<file path="src/rtl/alu_exec_ctrl_pkg.sv">
// alu_ctrl_pkg
// Shared types and constants for the execute sequencer, the alu and its bench.
// Contents: sequencer state enum, command-kind enum, ALU op codes, and a
// helper that tells whether a command kind needs a pass through the ALU.
package alu_ctrl_pkg;

  typedef enum logic [1:0] {
    IDLE = 2'b00,
    READ = 2'b01,
    EXEC = 2'b10,
    WB   = 2'b11
  } state_t;

  typedef enum logic [1:0] {
    KIND_ALU  = 2'b00,
    KIND_MULT = 2'b01,
    KIND_MFHI = 2'b10,
    KIND_MFLO = 2'b11
  } cmd_kind_t;

  localparam logic [3:0] ALU_ADD   = 4'd0;
  localparam logic [3:0] ALU_SUB   = 4'd1;
  localparam logic [3:0] ALU_AND   = 4'd2;
  localparam logic [3:0] ALU_OR    = 4'd3;
  localparam logic [3:0] ALU_XOR   = 4'd4;
  localparam logic [3:0] ALU_SLL   = 4'd5;
  localparam logic [3:0] ALU_SRL   = 4'd6;
  localparam logic [3:0] ALU_SRA   = 4'd7;
  localparam logic [3:0] ALU_SLT   = 4'd8;
  localparam logic [3:0] ALU_MULT  = 4'd9;
  localparam logic [3:0] ALU_MULTU = 4'd10;

  // Kinds 00/01 read operands and run the ALU; MFHI/MFLO go straight to WB.
  function automatic logic kindUsesAlu(cmd_kind_t kind);
    return (kind == KIND_ALU) || (kind == KIND_MULT);
  endfunction

endpackage

</file>
<file path="src/rtl/alu_exec_ctrl_if.sv">
// alu_exec_ctrl_if
// Bundles every non-clock/reset signal of the execute sequencer: command
// handshake, register-file read/write ports, ALU drive/result, and status.
// Modports:
//   master - the sequencer side (drives ready, rf/alu requests, status)
//   slave  - the surroundings (decode, regfile, alu)
// ADDR_W/DATA_W must match the parameters of the alu_exec_ctrl instance.
interface alu_exec_ctrl_if #(
  parameter int ADDR_W = 5,
  parameter int DATA_W = 32
);
  logic              cmd_valid;
  logic              cmd_ready;
  logic [1:0]        cmd_kind;
  logic [3:0]        cmd_op;
  logic [ADDR_W-1:0] cmd_rs;
  logic [ADDR_W-1:0] cmd_rt;
  logic [ADDR_W-1:0] cmd_rd;
  logic [4:0]        cmd_shamt;

  logic [ADDR_W-1:0] rf_raddr1;
  logic [ADDR_W-1:0] rf_raddr2;
  logic [DATA_W-1:0] rf_rdata1;
  logic [DATA_W-1:0] rf_rdata2;
  logic              rf_we;
  logic [ADDR_W-1:0] rf_waddr;
  logic [DATA_W-1:0] rf_wdata;

  logic [DATA_W-1:0] alu_a;
  logic [DATA_W-1:0] alu_b;
  logic [3:0]        alu_op;
  logic [4:0]        alu_shamt;
  logic [DATA_W-1:0] alu_hi;
  logic [DATA_W-1:0] alu_lo;
  logic              alu_zero;

  logic              done;
  logic              zero_flag;
  logic [DATA_W-1:0] hi_q;
  logic [DATA_W-1:0] lo_q;

  modport master (
    input  cmd_valid, cmd_kind, cmd_op, cmd_rs, cmd_rt, cmd_rd, cmd_shamt,
    input  rf_rdata1, rf_rdata2, alu_hi, alu_lo, alu_zero,
    output cmd_ready, rf_raddr1, rf_raddr2, rf_we, rf_waddr, rf_wdata,
    output alu_a, alu_b, alu_op, alu_shamt, done, zero_flag, hi_q, lo_q
  );

  modport slave (
    output cmd_valid, cmd_kind, cmd_op, cmd_rs, cmd_rt, cmd_rd, cmd_shamt,
    output rf_rdata1, rf_rdata2, alu_hi, alu_lo, alu_zero,
    input  cmd_ready, rf_raddr1, rf_raddr2, rf_we, rf_waddr, rf_wdata,
    input  alu_a, alu_b, alu_op, alu_shamt, done, zero_flag, hi_q, lo_q
  );

endinterface

</file>
<file path="src/rtl/alu_exec_ctrl_hilo_reg.sv">
// hilo_reg
// The HI/LO result pair written by multiply-class commands.
// Ports:
//   clk, rst_n     - clock, asynchronous active-low reset (clears both to 0)
//   we_i           - load hi_i/lo_i on the next rising edge
//   hi_i, lo_i     - new HI/LO values
//   hi_o, lo_o     - current HI/LO contents
module hilo_reg #(
  parameter int DATA_W = 32
) (
  input  logic              clk,
  input  logic              rst_n,
  input  logic              we_i,
  input  logic [DATA_W-1:0] hi_i,
  input  logic [DATA_W-1:0] lo_i,
  output logic [DATA_W-1:0] hi_o,
  output logic [DATA_W-1:0] lo_o
);

  logic [DATA_W-1:0] hi_q;
  logic [DATA_W-1:0] lo_q;

  // Both halves always load together so HI/LO never disagree about which
  // multiply they came from.
  always_ff @(posedge clk or negedge rst_n) begin
    if (!rst_n) begin
      hi_q <= '0;
      lo_q <= '0;
    end else if (we_i) begin
      hi_q <= hi_i;
      lo_q <= lo_i;
    end
  end

  assign hi_o = hi_q;
  assign lo_o = lo_q;

endmodule

</file>
<file path="src/rtl/alu_exec_ctrl.sv">
// alu_exec_ctrl
// Multi-cycle execute sequencer between the register file and the shared,
// purely combinational alu. Takes one command at a time, reads two sources,
// drives the ALU and writes the result to the regfile or to HI/LO.
// Ports:
//   clk, rst_n - clock, asynchronous active-low reset
//   bus        - alu_exec_ctrl_if.master: command handshake, regfile
//                read/write, ALU drive/result, done/zero_flag/hi_q/lo_q
// Flow: IDLE -> READ -> EXEC -> WB for kinds 00/01, IDLE -> WB for MFHI/MFLO.
module alu_exec_ctrl
  import alu_ctrl_pkg::*;
#(
  parameter int ADDR_W = 5,
  parameter int DATA_W = 32
) (
  input  logic            clk,
  input  logic            rst_n,
  alu_exec_ctrl_if.master bus
);

  state_t            state_q, state_d;
  cmd_kind_t         kind_q;
  logic [3:0]        op_q;
  logic [ADDR_W-1:0] rs_q, rt_q, rd_q;
  logic [4:0]        shamt_q;
  logic [DATA_W-1:0] opA_q, opB_q;
  logic [DATA_W-1:0] aluHi_q, aluLo_q;
  logic              aluZero_q;
  logic              zeroFlag_q;
  logic              hiloWe;
  logic [DATA_W-1:0] hiVal, loVal;

  // State register plus the per-phase capture registers. Command fields are
  // latched at accept so the decoder may change them immediately afterwards.
  always_ff @(posedge clk or negedge rst_n) begin
    if (!rst_n) begin
      state_q    <= IDLE;
      kind_q     <= KIND_ALU;
      op_q       <= '0;
      rs_q       <= '0;
      rt_q       <= '0;
      rd_q       <= '0;
      shamt_q    <= '0;
      opA_q      <= '0;
      opB_q      <= '0;
      aluHi_q    <= '0;
      aluLo_q    <= '0;
      aluZero_q  <= 1'b0;
      zeroFlag_q <= 1'b0;
    end else begin
      state_q <= state_d;
      case (state_q)
        IDLE: begin
          if (bus.cmd_valid) begin
            kind_q  <= cmd_kind_t'(bus.cmd_kind);
            op_q    <= bus.cmd_op;
            rs_q    <= bus.cmd_rs;
            rt_q    <= bus.cmd_rt;
            rd_q    <= bus.cmd_rd;
            shamt_q <= bus.cmd_shamt;
          end
        end
        READ: begin
          opA_q <= bus.rf_rdata1;
          opB_q <= bus.rf_rdata2;
        end
        EXEC: begin
          aluHi_q   <= bus.alu_hi;
          aluLo_q   <= bus.alu_lo;
          aluZero_q <= bus.alu_zero;
        end
        WB: begin
          if (kindUsesAlu(kind_q)) begin
            zeroFlag_q <= aluZero_q;
          end
        end
        default: ;
      endcase
    end
  end

  // Next state and all state-derived outputs. rf_we/done depend only on
  // registered state, kind and rd, so they cannot glitch.
  always_comb begin
    state_d      = state_q;
    bus.rf_wdata = aluLo_q;
    unique case (state_q)
      IDLE: begin
        if (bus.cmd_valid) begin
          state_d = kindUsesAlu(cmd_kind_t'(bus.cmd_kind)) ? READ : WB;
        end
      end
      READ: state_d = EXEC;
      EXEC: state_d = WB;
      WB:   state_d = IDLE;
      default: state_d = IDLE;
    endcase
    case (kind_q)
      KIND_MFHI: bus.rf_wdata = hiVal;
      KIND_MFLO: bus.rf_wdata = loVal;
      default:   bus.rf_wdata = aluLo_q;
    endcase
  end

  // r0 is read-only, so a WB to rd==0 completes without a write strobe.
  assign hiloWe        = (state_q == WB) && (kind_q == KIND_MULT);
  assign bus.rf_we     = (state_q == WB) && (kind_q != KIND_MULT) && (rd_q != '0);
  assign bus.rf_waddr  = rd_q;
  assign bus.done      = (state_q == WB);
  assign bus.cmd_ready = (state_q == IDLE);
  assign bus.rf_raddr1 = rs_q;
  assign bus.rf_raddr2 = rt_q;
  assign bus.alu_a     = opA_q;
  assign bus.alu_b     = opB_q;
  assign bus.alu_op    = op_q;
  assign bus.alu_shamt = shamt_q;
  assign bus.zero_flag = zeroFlag_q;
  assign bus.hi_q      = hiVal;
  assign bus.lo_q      = loVal;

  hilo_reg #(.DATA_W(DATA_W)) u_hilo (
    .clk   (clk),
    .rst_n (rst_n),
    .we_i  (hiloWe),
    .hi_i  (aluHi_q),
    .lo_i  (aluLo_q),
    .hi_o  (hiVal),
    .lo_o  (loVal)
  );

endmodule

</file>
<file path="src/flat_wrapper.sv">
// flat-port wrapper written by rule: the top's interface ports become plain ports
module alu_exec_ctrl_flat import alu_ctrl_pkg::*;
#(
  parameter int ADDR_W = 5,
  parameter int DATA_W = 32
)
  (clk, rst_n, bus_cmd_valid, bus_cmd_kind, bus_cmd_op, bus_cmd_rs, bus_cmd_rt, bus_cmd_rd, bus_cmd_shamt, bus_rf_rdata1, bus_rf_rdata2, bus_alu_hi, bus_alu_lo, bus_alu_zero, bus_cmd_ready, bus_rf_raddr1, bus_rf_raddr2, bus_rf_we, bus_rf_waddr, bus_rf_wdata, bus_alu_a, bus_alu_b, bus_alu_op, bus_alu_shamt, bus_done, bus_zero_flag, bus_hi_q, bus_lo_q);
  alu_exec_ctrl_if #(.ADDR_W(ADDR_W), .DATA_W(DATA_W)) bus_i ();
  input  logic clk;
  input  logic rst_n;
  input wire logic [$bits(bus_i.cmd_valid)-1:0] bus_cmd_valid;
  input wire logic [$bits(bus_i.cmd_kind)-1:0] bus_cmd_kind;
  input wire logic [$bits(bus_i.cmd_op)-1:0] bus_cmd_op;
  input wire logic [$bits(bus_i.cmd_rs)-1:0] bus_cmd_rs;
  input wire logic [$bits(bus_i.cmd_rt)-1:0] bus_cmd_rt;
  input wire logic [$bits(bus_i.cmd_rd)-1:0] bus_cmd_rd;
  input wire logic [$bits(bus_i.cmd_shamt)-1:0] bus_cmd_shamt;
  input wire logic [$bits(bus_i.rf_rdata1)-1:0] bus_rf_rdata1;
  input wire logic [$bits(bus_i.rf_rdata2)-1:0] bus_rf_rdata2;
  input wire logic [$bits(bus_i.alu_hi)-1:0] bus_alu_hi;
  input wire logic [$bits(bus_i.alu_lo)-1:0] bus_alu_lo;
  input wire logic [$bits(bus_i.alu_zero)-1:0] bus_alu_zero;
  output wire logic [$bits(bus_i.cmd_ready)-1:0] bus_cmd_ready;
  output wire logic [$bits(bus_i.rf_raddr1)-1:0] bus_rf_raddr1;
  output wire logic [$bits(bus_i.rf_raddr2)-1:0] bus_rf_raddr2;
  output wire logic [$bits(bus_i.rf_we)-1:0] bus_rf_we;
  output wire logic [$bits(bus_i.rf_waddr)-1:0] bus_rf_waddr;
  output wire logic [$bits(bus_i.rf_wdata)-1:0] bus_rf_wdata;
  output wire logic [$bits(bus_i.alu_a)-1:0] bus_alu_a;
  output wire logic [$bits(bus_i.alu_b)-1:0] bus_alu_b;
  output wire logic [$bits(bus_i.alu_op)-1:0] bus_alu_op;
  output wire logic [$bits(bus_i.alu_shamt)-1:0] bus_alu_shamt;
  output wire logic [$bits(bus_i.done)-1:0] bus_done;
  output wire logic [$bits(bus_i.zero_flag)-1:0] bus_zero_flag;
  output wire logic [$bits(bus_i.hi_q)-1:0] bus_hi_q;
  output wire logic [$bits(bus_i.lo_q)-1:0] bus_lo_q;
  assign bus_i.cmd_valid = bus_cmd_valid;
  assign bus_i.cmd_kind = bus_cmd_kind;
  assign bus_i.cmd_op = bus_cmd_op;
  assign bus_i.cmd_rs = bus_cmd_rs;
  assign bus_i.cmd_rt = bus_cmd_rt;
  assign bus_i.cmd_rd = bus_cmd_rd;
  assign bus_i.cmd_shamt = bus_cmd_shamt;
  assign bus_i.rf_rdata1 = bus_rf_rdata1;
  assign bus_i.rf_rdata2 = bus_rf_rdata2;
  assign bus_i.alu_hi = bus_alu_hi;
  assign bus_i.alu_lo = bus_alu_lo;
  assign bus_i.alu_zero = bus_alu_zero;
  assign bus_cmd_ready = bus_i.cmd_ready;
  assign bus_rf_raddr1 = bus_i.rf_raddr1;
  assign bus_rf_raddr2 = bus_i.rf_raddr2;
  assign bus_rf_we = bus_i.rf_we;
  assign bus_rf_waddr = bus_i.rf_waddr;
  assign bus_rf_wdata = bus_i.rf_wdata;
  assign bus_alu_a = bus_i.alu_a;
  assign bus_alu_b = bus_i.alu_b;
  assign bus_alu_op = bus_i.alu_op;
  assign bus_alu_shamt = bus_i.alu_shamt;
  assign bus_done = bus_i.done;
  assign bus_zero_flag = bus_i.zero_flag;
  assign bus_hi_q = bus_i.hi_q;
  assign bus_lo_q = bus_i.lo_q;
  alu_exec_ctrl #(.ADDR_W(ADDR_W), .DATA_W(DATA_W)) u_core (.clk(clk), .rst_n(rst_n), .bus(bus_i));
endmodule
</file>
<file path="config.mk">
export PLATFORM = sky130hd
export DESIGN_NAME = alu_exec_ctrl_flat
export DESIGN_NICKNAME = d
export VERILOG_FILES = /design/src/rtl/alu_exec_ctrl_pkg.sv /design/src/rtl/alu_exec_ctrl_if.sv /design/src/rtl/alu_exec_ctrl_hilo_reg.sv /design/src/rtl/alu_exec_ctrl.sv /design/src/flat_wrapper.sv
export SDC_FILE = /design/constraint.sdc
export NUM_CORES = 1
export LEC_CHECK = 0
export BUFFER_PORTS_ARGS = -buffer_cell sky130_fd_sc_hd__clkbuf_2
export CORE_ASPECT_RATIO = 1.75
export CORE_UTILIZATION = 53
export CTS_CLUSTER_SIZE = 40
export DETAILED_ROUTE_END_ITERATION = 16
export GPL_TIMING_DRIVEN = 0
export MAX_ROUTING_LAYER = met4
export PLACE_DENSITY_LB_ADDON = 0.08
export SETUP_SLACK_MARGIN = 0.5
export SLEW_MARGIN = 40
export SYNTH_ARGS = -nofsm -noshare
export SYNTH_HDL_FRONTEND = slang
export SYNTH_HIERARCHICAL = 1
export SYNTH_SLANG_ARGS = --single-unit
</file>
<file path="constraint.sdc">
create_clock -name clk -period 3.5 [get_ports clk]
set_input_delay 0.525 -clock clk [delete_from_list [all_inputs] [get_ports clk]]
set_output_delay 0.525 -clock clk [all_outputs]
set_load 0.01 [all_outputs]
</file>
Yosys cells after proc, flatten, opt, wreduce, memory -nomap -nowiden
Index checks and enable logic that the tools add are counted.

cells by class
  add/sub/neg operators = 0
  multiply operators = 0
  divide/modulo/power cells = 0
  $lt $le $gt $ge = 0
  equal/unequal tests = 9
  shift operators = 0
  muxes and demuxes = 4
  bitwise logic cells = 0
  reductions and logical operators = 11

operator list
  kind                  count
  $pmux W32 S2          1
  $eq A2 B2 Y1 const B  4
  $pmux W2 S4           1
  $eq A2 B1 Y1 const B  3
  $logic_not A2 Y1      3
  $reduce_bool A5 Y1    1
  $mux W2               2
  $reduce_and A2 Y1     2
  $logic_and A1 B1 Y1   3
  $logic_or A1 B1 Y1    2
  $ne A2 B1 Y1 const B  1
  $ne A2 B2 Y1 const B  1

word-level totals
  register bits = 222
  bits in latches = 0
  RAM bits = 0
  memory bits (read-only) = 0
  input port bits = 158
  output and inout port bits = 188
  word-level logic and storage cells = 39
  memories kept = 0

Longest topological paths before layout
Gate-level depths: netlist of run 1.

  word-level depth = 5
  mapped depth = 6

Cells and area by module
Netlist of run 1, hierarchy kept.

modules (own cells, without submodules)
  module         instances  cells an instance  area an instance (um^2)  sequential area each (um^2)
  alu_exec_ctrl  1          455                6697.7                   3953.8
  hilo_reg       1          135                2678.8                   1601.5

Worst setup path before layout of run 1
No wires, ideal clock.

  path kind = flip-flop to output port
  from = register u_core.rd_q[0], in the netlist u_core/bus.rf_waddr[0]
  to = output port bus_rf_we
  arrival = 1.167 ns
  required time = 2.975 ns
  path slack = 1.808 ns
  stages on the path, launching flop included = 3
  cells stage by stage = dfrtp_1 or4_1 o221a_2

on the way
  longest elaborated chain between the ends = 2

RTL lines
  item                    RTL line              RTL
  start, declared         alu_exec_ctrl.sv:24   logic [ADDR_W-1:0] rs_q, rt_q, rd_q;
  start signal, assigned  alu_exec_ctrl.sv:59   rd_q <= bus.cmd_rd;
  $reduce_bool A5 Y1      alu_exec_ctrl.sv:107  assign bus.rf_we = (state_q == WB) && (kind_q != KIND_MULT) && (rd_q != '0);
  $logic_and A1 B1 Y1     alu_exec_ctrl.sv:107
  end, declared           flat_wrapper.sv:26    output wire logic [$bits(bus_i.rf_we)-1:0] bus_rf_we;

No other way between the ends.

Final worst setup path of run 1
  from = register u_core.kind_q[1]
  to = output port bus_rf_wdata[5]

on the way
  longest elaborated chain between the ends = 2
  elaborated cells between the ends (all ways) = 3
  those cells by class = eq/ne: 2; mux: 1

RTL lines
  item                    RTL line             RTL
  start, declared         alu_exec_ctrl.sv:22  cmd_kind_t kind_q;
  start signal, assigned  alu_exec_ctrl.sv:55  kind_q <= cmd_kind_t'(bus.cmd_kind);
  $eq A2 B2 Y1            alu_exec_ctrl.sv:98  case (kind_q)
  $pmux W32 S2 *          alu_exec_ctrl.sv:98
  end, declared           flat_wrapper.sv:28   output wire logic [$bits(bus_i.rf_wdata)-1:0] bus_rf_wdata;

Every way passes the cells marked *; elsewhere a longest branch is shown, timed or not.

==> results.cfg, run 1 <==
[synth]
synth.area.top_cells = dfrtp_1 (59%), mux2_2 (17%), mux2_4 (13%)
syn-cell-area_um2 = 9380
ys_types = 18
synth_top_area_share_pct = 59.2
synth_top_area_cell = dfrtp_1
ys_seq_elements = 222
synth_warnings = 6
synthCells = 590
synth_area_per_cell_um2 = 15.9
synth_nets = 752
yosysSeqAreaShare_pct = 59.2

[timing]
fin_skew_ns = 0.0133
period_share_pct = 71.0
post-route-min-period_ns = 2.48
slew_headroom_pct = 56.6
setup_violations = 0
drv_slew = 0
worstMarginPinSlew_ns = 0.651
rsz0062_at_grt = false
hold_viol = 0
clock.fmax_mhz = 402

[worst_setup_path]
crit_path_end_kind = output port
cp.required_ns = 2.97
path_max_fanout = 10
startpoint_type = flip-flop
r2r_start = u_core/kind_q[1]
worstPathCellList = buf_2 -> clkbuf_1 -> a21oi_1 -> clkbuf_2
worst_path_largest_cell_delay_ns = 0.47
cp_slowest_cell = clkbuf_1
critPathArrivalTime_ns = 1.96
r2r_slack_ns = 1.51
critPathKind = flip-flop to output port
setup.worst_path.start = u_core/kind_q[1]

[routing]
routed_wl_um = 22900
topRoutingLayerUsed = met4
drtAntennaViolNets = 0
met2_length_um = 12600
wl_met1_um = 8270
viasPerCell = 5.13
post_drt_wl_per_cell_um = 19.0
first_pass_iters = 4
drc_errors = 0
route.met3.wl_um = 1470
first_iter_violations = 139
vias = 6187

[placed_design]
gp_congestion = 0.809
place_inst = 1169
port_buffers = 345
dp_hpwl_um = 17500

[clock_tree]
cts_tree = yes
cts-htree-levels = 1
clockRootBuffer = clkbuf_16
cts.sinks = 222
cts.clk_slew.worst_paths_ns = 0.06
clk_path_buf_depth = 3
clkLatencyLatePin_ns = 0.49
ctsHoldBuffers = 1
cts_setup_buffers = 0
cts_made_buffers = 20
cts.repair.resized = 0

[finish]
nets = 1123
drive_gt1_share_pct = 65.0
area_growth_pct = 29.7
final-instance-count-excl-fill = 1205
layout_commonest_cell = clkbuf_2
layout_common_cells = clkbuf_2 (344), dfrtp_1 (222), mux2_2 (140), mux2_4 (80), nor2_1 (35)

[die]
start_util_pct = 54.0
fp.coreArea_um2 = 17400
dieArea_um2 = 18200
fp.dieH_um = 178
row_count = 64
io_pins = 346
die_w_um = 103

[worst_hold_path]
hp-class = input port to flip-flop
hold_start = bus_rf_rdata2[27]

[power_and_ir_drop]
p_clk_share_pct = 17.1
swShare_pct = 35.2
leakage_uw = 0.00611
p_int_uw = 8380
power.switching_uw = 4560
cellPowerDensity_nw_per_um2 = 1060
pwr-share-seq_pct = 37.3
p_comb_share_pct = 45.6
power_uw = 12900
ir_worst_vdd_uv = 593

[global_routing]
grt_pass1_vias = 6635
grt_first_pass_wirelength_um = 34300
grt_start_max_net_pins = 73
antenna_found_initial = 0
grt_use_total_pct = 25.5
overflow = 0

[run]
drv_cap = 0

[outcome]
status = complete, no violations
[Yosys cell counts]
cell and number:
mux2_4 80, nor2_1 35, dfrtp_1 222, buf_2 8, ha_1 4, inv_1 3, clkbuf_1 4, buf_12 6
nand2b_1 1, a21oi_1 34, nand2_4 1, buf_4 13, mux2_2 140, nor3b_1 1, o221a_2 1, or4_1 1
buf_6 3, mux2i_1 33
[state kept, by name, summed over array words and instances, names as in the netlist]
signal,count
u_core/aluHi_q,32
u_core/aluLo_q,32
u_core/aluZero_q,1
u_core/bus.alu_a,32
u_core/bus.alu_b,32
u_core/bus.alu_op,4
u_core/bus.alu_shamt,5
u_core/bus.rf_raddr1,5
u_core/bus.rf_raddr2,5
u_core/bus.rf_waddr,5
u_core/bus.zero_flag,1
u_core/kind_q,2
u_core/state_q,2
u_core/u_hilo/hi_o,32
u_core/u_hilo/lo_o,32
[kinds of logic (layout without fill, tap and decap cells)]
group / Yosys count / after routing / share of synthesized area (%)
fa+ha+maj: 4 / 4 / 0.534
flops: 222 / 222 / 59.2
buf+inv: 37 / 420 / 3.39
other cells: 0 / 1 / 0
mux: 253 / 253 / 33.1
compound gates: 35 / 35 / 1.93
simple gates: 39 / 39 / 1.75
[through the flow]
step	hold WS, ns	instance area [µm²]	setup WS, ns	TNS, ns	utilization, %
6_report	0.267	12200	1.02	0	70.0
5_1_grt	0.247	12200	0.870	0	70.0
4_1_cts	0.253	12200	0.988	0	70.0
3_5_place_dp	0.489	11500	1.48	0	66.0
3_3_place_gp	0.485	11400	-2.19	-479.49	65.6
2_1_floorplan	0.229	9380	1.81	0	-
[routing by layer]
layer	track usage, %	vias to the layer above
met5	-	-
met2	46.4	236
met4	8.81	0
met1	27.4	3095
li1	-	2815
met3	4.17	41
[worst max-delay path: cells and delay by family (launching register included)]
family	cells	cell delay, ns
buf+inv	3	0.89
flops	1	0.40
compound gates	1	0.17
[final cells by class]
| type | instances | area [µm²] |
|---|---|---|
| Sequential cell | 222 | 5560 |
| Fill cell | 1306 | 5220 |
| Multi-Input combinational cell | 331 | 3500 |
| Timing Repair Buffer | 349 | 1820 |
| Clock buffer | 29 | 616 |
| Buffer | 34 | 307 |
| Tap cell | 231 | 289 |
| Clock inverter | 5 | 53.8 |
| Inverter | 3 | 11.3 |
| Antenna cell | 1 | 2.50 |
[final timing paths]
path                                                to  cells after the start
worst max-delay path                   bus_rf_wdata[5]                      4
worst min-delay path              u_core/bus.alu_b[27]                      2
worst max register to register  u_core/u_hilo/hi_o[26]                      5
worst min register to register   u_core/u_hilo/hi_o[8]                      1
max in group asynchronous           u_core/aluLo_q[15]                      4
min in group asynchronous         u_core/bus.alu_a[24]                      2
[power groups by stage]
stage          Clock, µW  Sequential [µW]  Combinational, µW
2_1_floorplan          0             5070               3440
3_3_place_gp           0             4760               5800
3_5_place_dp           0             4870               5950
4_1_cts             2270             4840               5970
5_1_grt             2360             5000               6350
6_report            2210             4820               5900
No activity file was read; power rests on OpenSTA's default activity.
==> run 2: changes to the inputs <==
--- a/config.mk
+++ b/config.mk
@@ -7,7 +7,7 @@
 export LEC_CHECK = 0
 export BUFFER_PORTS_ARGS = -buffer_cell sky130_fd_sc_hd__clkbuf_2
 export CORE_ASPECT_RATIO = 1.75
-export CORE_UTILIZATION = 53
+export CORE_UTILIZATION = 50
 export CTS_CLUSTER_SIZE = 40
 export DETAILED_ROUTE_END_ITERATION = 16
 export GPL_TIMING_DRIVEN = 0
==> constraint.sdc (replaced) <==
create_clock -name clk -period 2.4 [get_ports clk]
set_input_delay 0.36 -clock clk [delete_from_list [all_inputs] [get_ports clk]]
set_output_delay 0.36 -clock clk [all_outputs]
set_load 0.01 [all_outputs]
==> run 2 against run 1 <==
  * Routed wire length is 5.7% higher
  * Sequential power rose by 46%
  * Flip-flop and latch count stayed put
  * Non-clock buffer count up 17
  * Combinational power increased by 58%
  * Critical path depth decreased by 1
  * Setup slack got worse by 0.72 ns
  * Die area rose by 5.9%
==> results.cfg, run 2 (synthesis results as in run 1) <==
[outcome]
status = complete, no violations

[global_routing]
grt_first_pass_wirelength_um = 36400
use_met1_pct = 27.4
grt_use_total_pct = 25.1
gr-usage-met3_pct = 4.19
overflow = 0
busiest_layer = met2
grt_pass1_vias = 6865
antenna_found_initial = 0
met2_usage_pct = 46.2
grt_start_max_net_pins = 77

[timing]
hold_viol = 0
drv_slew = 0
holdWs_ns = 0.0958
slew_headroom_pct = 75.4
rsz0062_at_grt = true
worstMarginPinSlew_ns = 0.369
period_share_pct = 87.9
setup_violations = 0
clock.fmax_mhz = 474
post-route-min-period_ns = 2.11
fin_skew_ns = 0.00849
tns_ns = 0

[routing]
first_iter_violations = 170
drc_errors = 0
routed_wl_um = 24300
drtAntennaViolNets = 0
viasPerCell = 5.17
post_drt_wl_per_cell_um = 19.8
first_pass_iters = 4
vias = 6333

[clock_tree]
cts_made_buffers = 21
cts.clk_slew.worst_paths_ns = 0.07
clkLatencyLatePin_ns = 0.49
clk_path_buf_depth = 3
clockRootBuffer = clkbuf_16
cts-htree-levels = 1
cts.sinks = 222
cts_tree = yes

[die]
die_w_um = 106
fp.dieH_um = 183
row_count = 65
fp.coreArea_um2 = 18200
io_pins = 346
start_util_pct = 51.5
dieArea_um2 = 19300

[finish]
layout_common_cells = clkbuf_2 (316), dfrtp_1 (222), mux2_2 (140), mux2_4 (80), nor2_1 (34)
final_util_pct = 69.1
final-instance-count-excl-fill = 1226
area_growth_pct = 34.2
diodes = 0
drive_gt1_share_pct = 66.6
nets = 1141
layout_commonest_cell = clkbuf_2

[placed_design]
gp_congestion = 0.813
port_buffers = 345
place_inst = 1172
dp_hpwl_um = 17700

[power_and_ir_drop]
ir_worst_vdd_uv = 886
power_uw = 19700
leakage_uw = 0.00628
cellPowerDensity_nw_per_um2 = 1570

[worst_hold_path]
hold_depth = 2
hp-class = input port to flip-flop

[worst_setup_path]
cp_slowest_cell = or4_1
critPathArrivalTime_ns = 1.75
crit_path_end_kind = output port
critPathKind = flip-flop to output port
worst_path_largest_cell_delay_ns = 0.51
startpoint_type = flip-flop
worstPathCellList = or4_1 -> o221a_2 -> buf_6
path_max_fanout = 2
cp.required_ns = 2.04
reg2regPathDepth = 8

[run]
drv_cap = 0
[run 2: changes by cell type in the layout (fill, tap and decap cells not counted), sizes merged]
| cell | before | now |
|---|---|---|
| clkinv | 4 | 2 |
| buf | 33 | 70 |
| diode | 1 | 0 |
| clkbuf | 378 | 358 |
| bufinv | 1 | 3 |
| clkinvlp | 0 | 2 |
[run 2: layer usage]
metal | routed length [µm] | up-vias | part of all wire, %
met4 | 650 | 0 | 2.7
met1 | 8850 | 3170 | 36
met5 | 0 | - | 0
met2 | 13400 | 252 | 55
met3 | 1400 | 49 | 5.8
li1 | - | 2862 | -
[run 2: worst paths after layout]
path / slack, ns / end / startpoint
setup / recovery: 0.29 / bus_rf_we / u_core/bus.rf_waddr[0]
min in group asynchronous: 0.37 / u_core/bus.alu_b[0] / rst_n
hold / removal: 0.1 / u_core/aluHi_q[31] / bus_alu_hi[31]
setup reg to reg: 0.52 / u_core/u_hilo/lo_o[7] / u_core/kind_q[0]
max in group asynchronous: 1.35 / u_core/aluLo_q[2] / rst_n
hold reg to reg: 0.50 / u_core/u_hilo/hi_o[26] / u_core/aluHi_q[26]
[run 2: report_power, final]
group,total (µW),switching (µW),internal (µW),leakage [µW]
logic,9310,4180,5130,0.00332
registers,7030,1330,5700,0.00263
clock network,3400,1370,2030,0.000337
[run 2: worst max-delay path, delay by kind of cell, from the launching register on]
family,cells,cell delay (ns)
compound gates,1,0.25
flops,1,0.37
buf+inv,1,0.12
simple gates,1,0.51
[run 2: repair_timing]
action                     in CTS  in global routing
hold buffers                    1                  0
hold endpoints to repair       36                  0
resized for setup              24                 51
buffers inserted                4                  7
cloned                          0                  6
pin swaps                       5                 27
setup endpoints to repair      93                 47
[run 2: area by class of cell]
cell class / instances / area, µm²
Fill cell: 1340 / 5630
Sequential cell: 222 / 5560
Multi-Input combinational cell: 331 / 3540
Timing Repair Buffer: 366 / 2080
Clock buffer: 29 / 586
Buffer: 34 / 398
Tap cell: 234 / 293
Clock inverter: 7 / 115
Inverter: 3 / 11.3
[run 2: stage by stage]
step / worst slack [ns] / cell area (µm²)
after floorplan: 0.759 / 9380
after global placement: -3.12 / 11400
after detailed placement: 0.459 / 11500
after CTS: 0.269 / 12300
after global routing: 0.253 / 12600
final: 0.291 / 12600
==> run 3: changes to the inputs <==
--- a/config.mk
+++ b/config.mk
@@ -13,6 +13,7 @@
 export GPL_TIMING_DRIVEN = 0
 export MAX_ROUTING_LAYER = met4
 export PLACE_DENSITY_LB_ADDON = 0.08
+export RECOVER_POWER = 25
 export SETUP_SLACK_MARGIN = 0.5
 export SLEW_MARGIN = 40
 export SYNTH_ARGS = -nofsm -noshare
==> run 3 against run 2 <==
  * Sequential power hardly changed
  * Cell count did not move
  * Flip-flop and latch count is the same
  * Critical path depth unchanged
  * Die area did not move
  * Final area shrank 0.17%
  * Critical endpoint unchanged
==> results.cfg, run 3 (synthesis results as in run 1) <==
[outcome]
status = complete, no violations

[clock_tree]
clockRootBuffer = clkbuf_16
cts.sinks = 222
cts_made_buffers = 21
cts.clk_slew.worst_paths_ns = 0.07
clk_path_buf_depth = 3
cts-htree-levels = 1
clkLatencyLatePin_ns = 0.49
cts_tree = yes

[worst_setup_path]
path_max_fanout = 2
crit_path_end_kind = output port
r2r_start = u_core/kind_q[0]
reg2reg_to = u_core/u_hilo/lo_o[7]
startpoint_type = flip-flop
critPathArrivalTime_ns = 1.75
reg2regPathDepth = 8
r2r_slack_ns = 0.52
critPathKind = flip-flop to output port
cp-endpoint = bus_rf_we
cp.required_ns = 2.04
setup.worst_path.start = u_core/bus.rf_waddr[0]

[timing]
hold_viol = 0
fin_skew_ns = 0.00849
worstMarginPinSlew_ns = 1.06
drv_slew = 0
setup_violations = 0
post-route-min-period_ns = 2.11
rsz0062_at_grt = true
period_share_pct = 87.9
clock.fmax_mhz = 474
slew_headroom_pct = 29.7

[routing]
routed_wl_um = 24300
drtAntennaViolNets = 0
vias = 6333
viasPerCell = 5.17
drc_errors = 0
first_pass_iters = 4
post_drt_wl_per_cell_um = 19.8
first_iter_violations = 170

[finish]
final_util_pct = 69.0
diodes = 0
area_growth_pct = 34.0
layout_commonest_cell = clkbuf_2
nFillCells = 1342
final-instance-count-excl-fill = 1226
drive_gt1_share_pct = 66.6
nets = 1141
layout_common_cells = clkbuf_2 (317), dfrtp_1 (222), mux2_2 (140), mux2_4 (80), nor2_1 (34)

[power_and_ir_drop]
ir_worst_vdd_uv = 886
leakage_uw = 0.00628
cellPowerDensity_nw_per_um2 = 1570

[worst_hold_path]
hold_start = bus_alu_hi[31]
hp-class = input port to flip-flop

[placed_design]
place_inst = 1172
port_buffers = 345
gp_congestion = 0.813
dp_hpwl_um = 17700

[global_routing]
antenna_found_initial = 0
grt_pass1_vias = 6865
overflow = 0
grt_first_pass_wirelength_um = 36400
grt_start_max_net_pins = 77
grt_use_total_pct = 25.1

[die]
io_pins = 346
fp.coreArea_um2 = 18200
start_util_pct = 51.5
die_w_um = 106
dieArea_um2 = 19300
row_count = 65
fp.dieH_um = 183

[run]
drv_cap = 0
## run 3: power breakdown
part / leakage, µW / total (µW) / internal (µW) / switching, µW
registers: 0.00263 / 7030 / 5700 / 1330
clock network: 0.000337 / 3400 / 2030 / 1370
logic: 0.00331 / 9310 / 5130 / 4180
## run 3: worst min-delay path by stage
stage | end | slack [ns] | cells past startpoint
floorplan | u_core/aluHi_q[0] | 0.06 | 0
global placement | u_core/u_hilo/hi_o[12] | 0.49 | 1
detailed placement | u_core/bus.alu_b[0] | 0.31 | 1
CTS | u_core/aluLo_q[6] | 0.08 | 2
global route | u_core/bus.alu_a[15] | 0.08 | 2
finish | u_core/aluHi_q[31] | 0.1 | 2
## run 3: what timing repair did
| action | in CTS | in global routing |
|---|---|---|
| hold buffers | 1 | 0 |
| setup endpoints to repair | 93 | 47 |
| endpoints found under the hold margin | 36 | 0 |
| setup buffers | 4 | 7 |
| pin swaps | 5 | 27 |
| gates resized for setup | 24 | 51 |
| cloned | 0 | 6 |
## run 3: metrics by stage
stage | hold slack, ns | setup WS [ns] | setup TNS (ns) | area [µm²] | total power (µW)
final | 0.0958 | 0.291 | 0 | 12600 | 19700
after global routing | 0.0796 | 0.234 | 0 | 12600 | 20800
after CTS | 0.0781 | 0.269 | 0 | 12300 | 19500
after detailed placement | 0.309 | 0.459 | 0 | 11500 | 15800
after global placement | 0.485 | -3.12 | -687.55 | 11400 | 15400
after floorplan | 0.0644 | 0.759 | 0 | 9380 | 12400
## run 3: per-layer routing
layer | up-vias | wire [µm] | track usage, %
met3 | 49 | 1400 | 4.19
met2 | 252 | 13400 | 46.2
li1 | 2862 | - | -
met5 | - | 0 | -
met4 | 0 | 650 | 8.17
met1 | 3170 | 8850 | 27.4
## run 3: cell type report
class,instances,area [µm²],area share [%]
plain buffers,34,398,3.17
well taps,234,293,2.33
flip-flops and latches,222,5560,44.2
inverters,3,11.3,0.0896
multi-input cells,331,3540,28.2
repair buffers,366,2060,16.4
clock buffers,29,586,4.66
clock inverters,7,115,0.916
## run 3: critical path: stages, from the launching register on
cell,delay [ns]
dfrtp_1,0.37
or4_1,0.51
o221a_2,0.25
buf_6,0.12
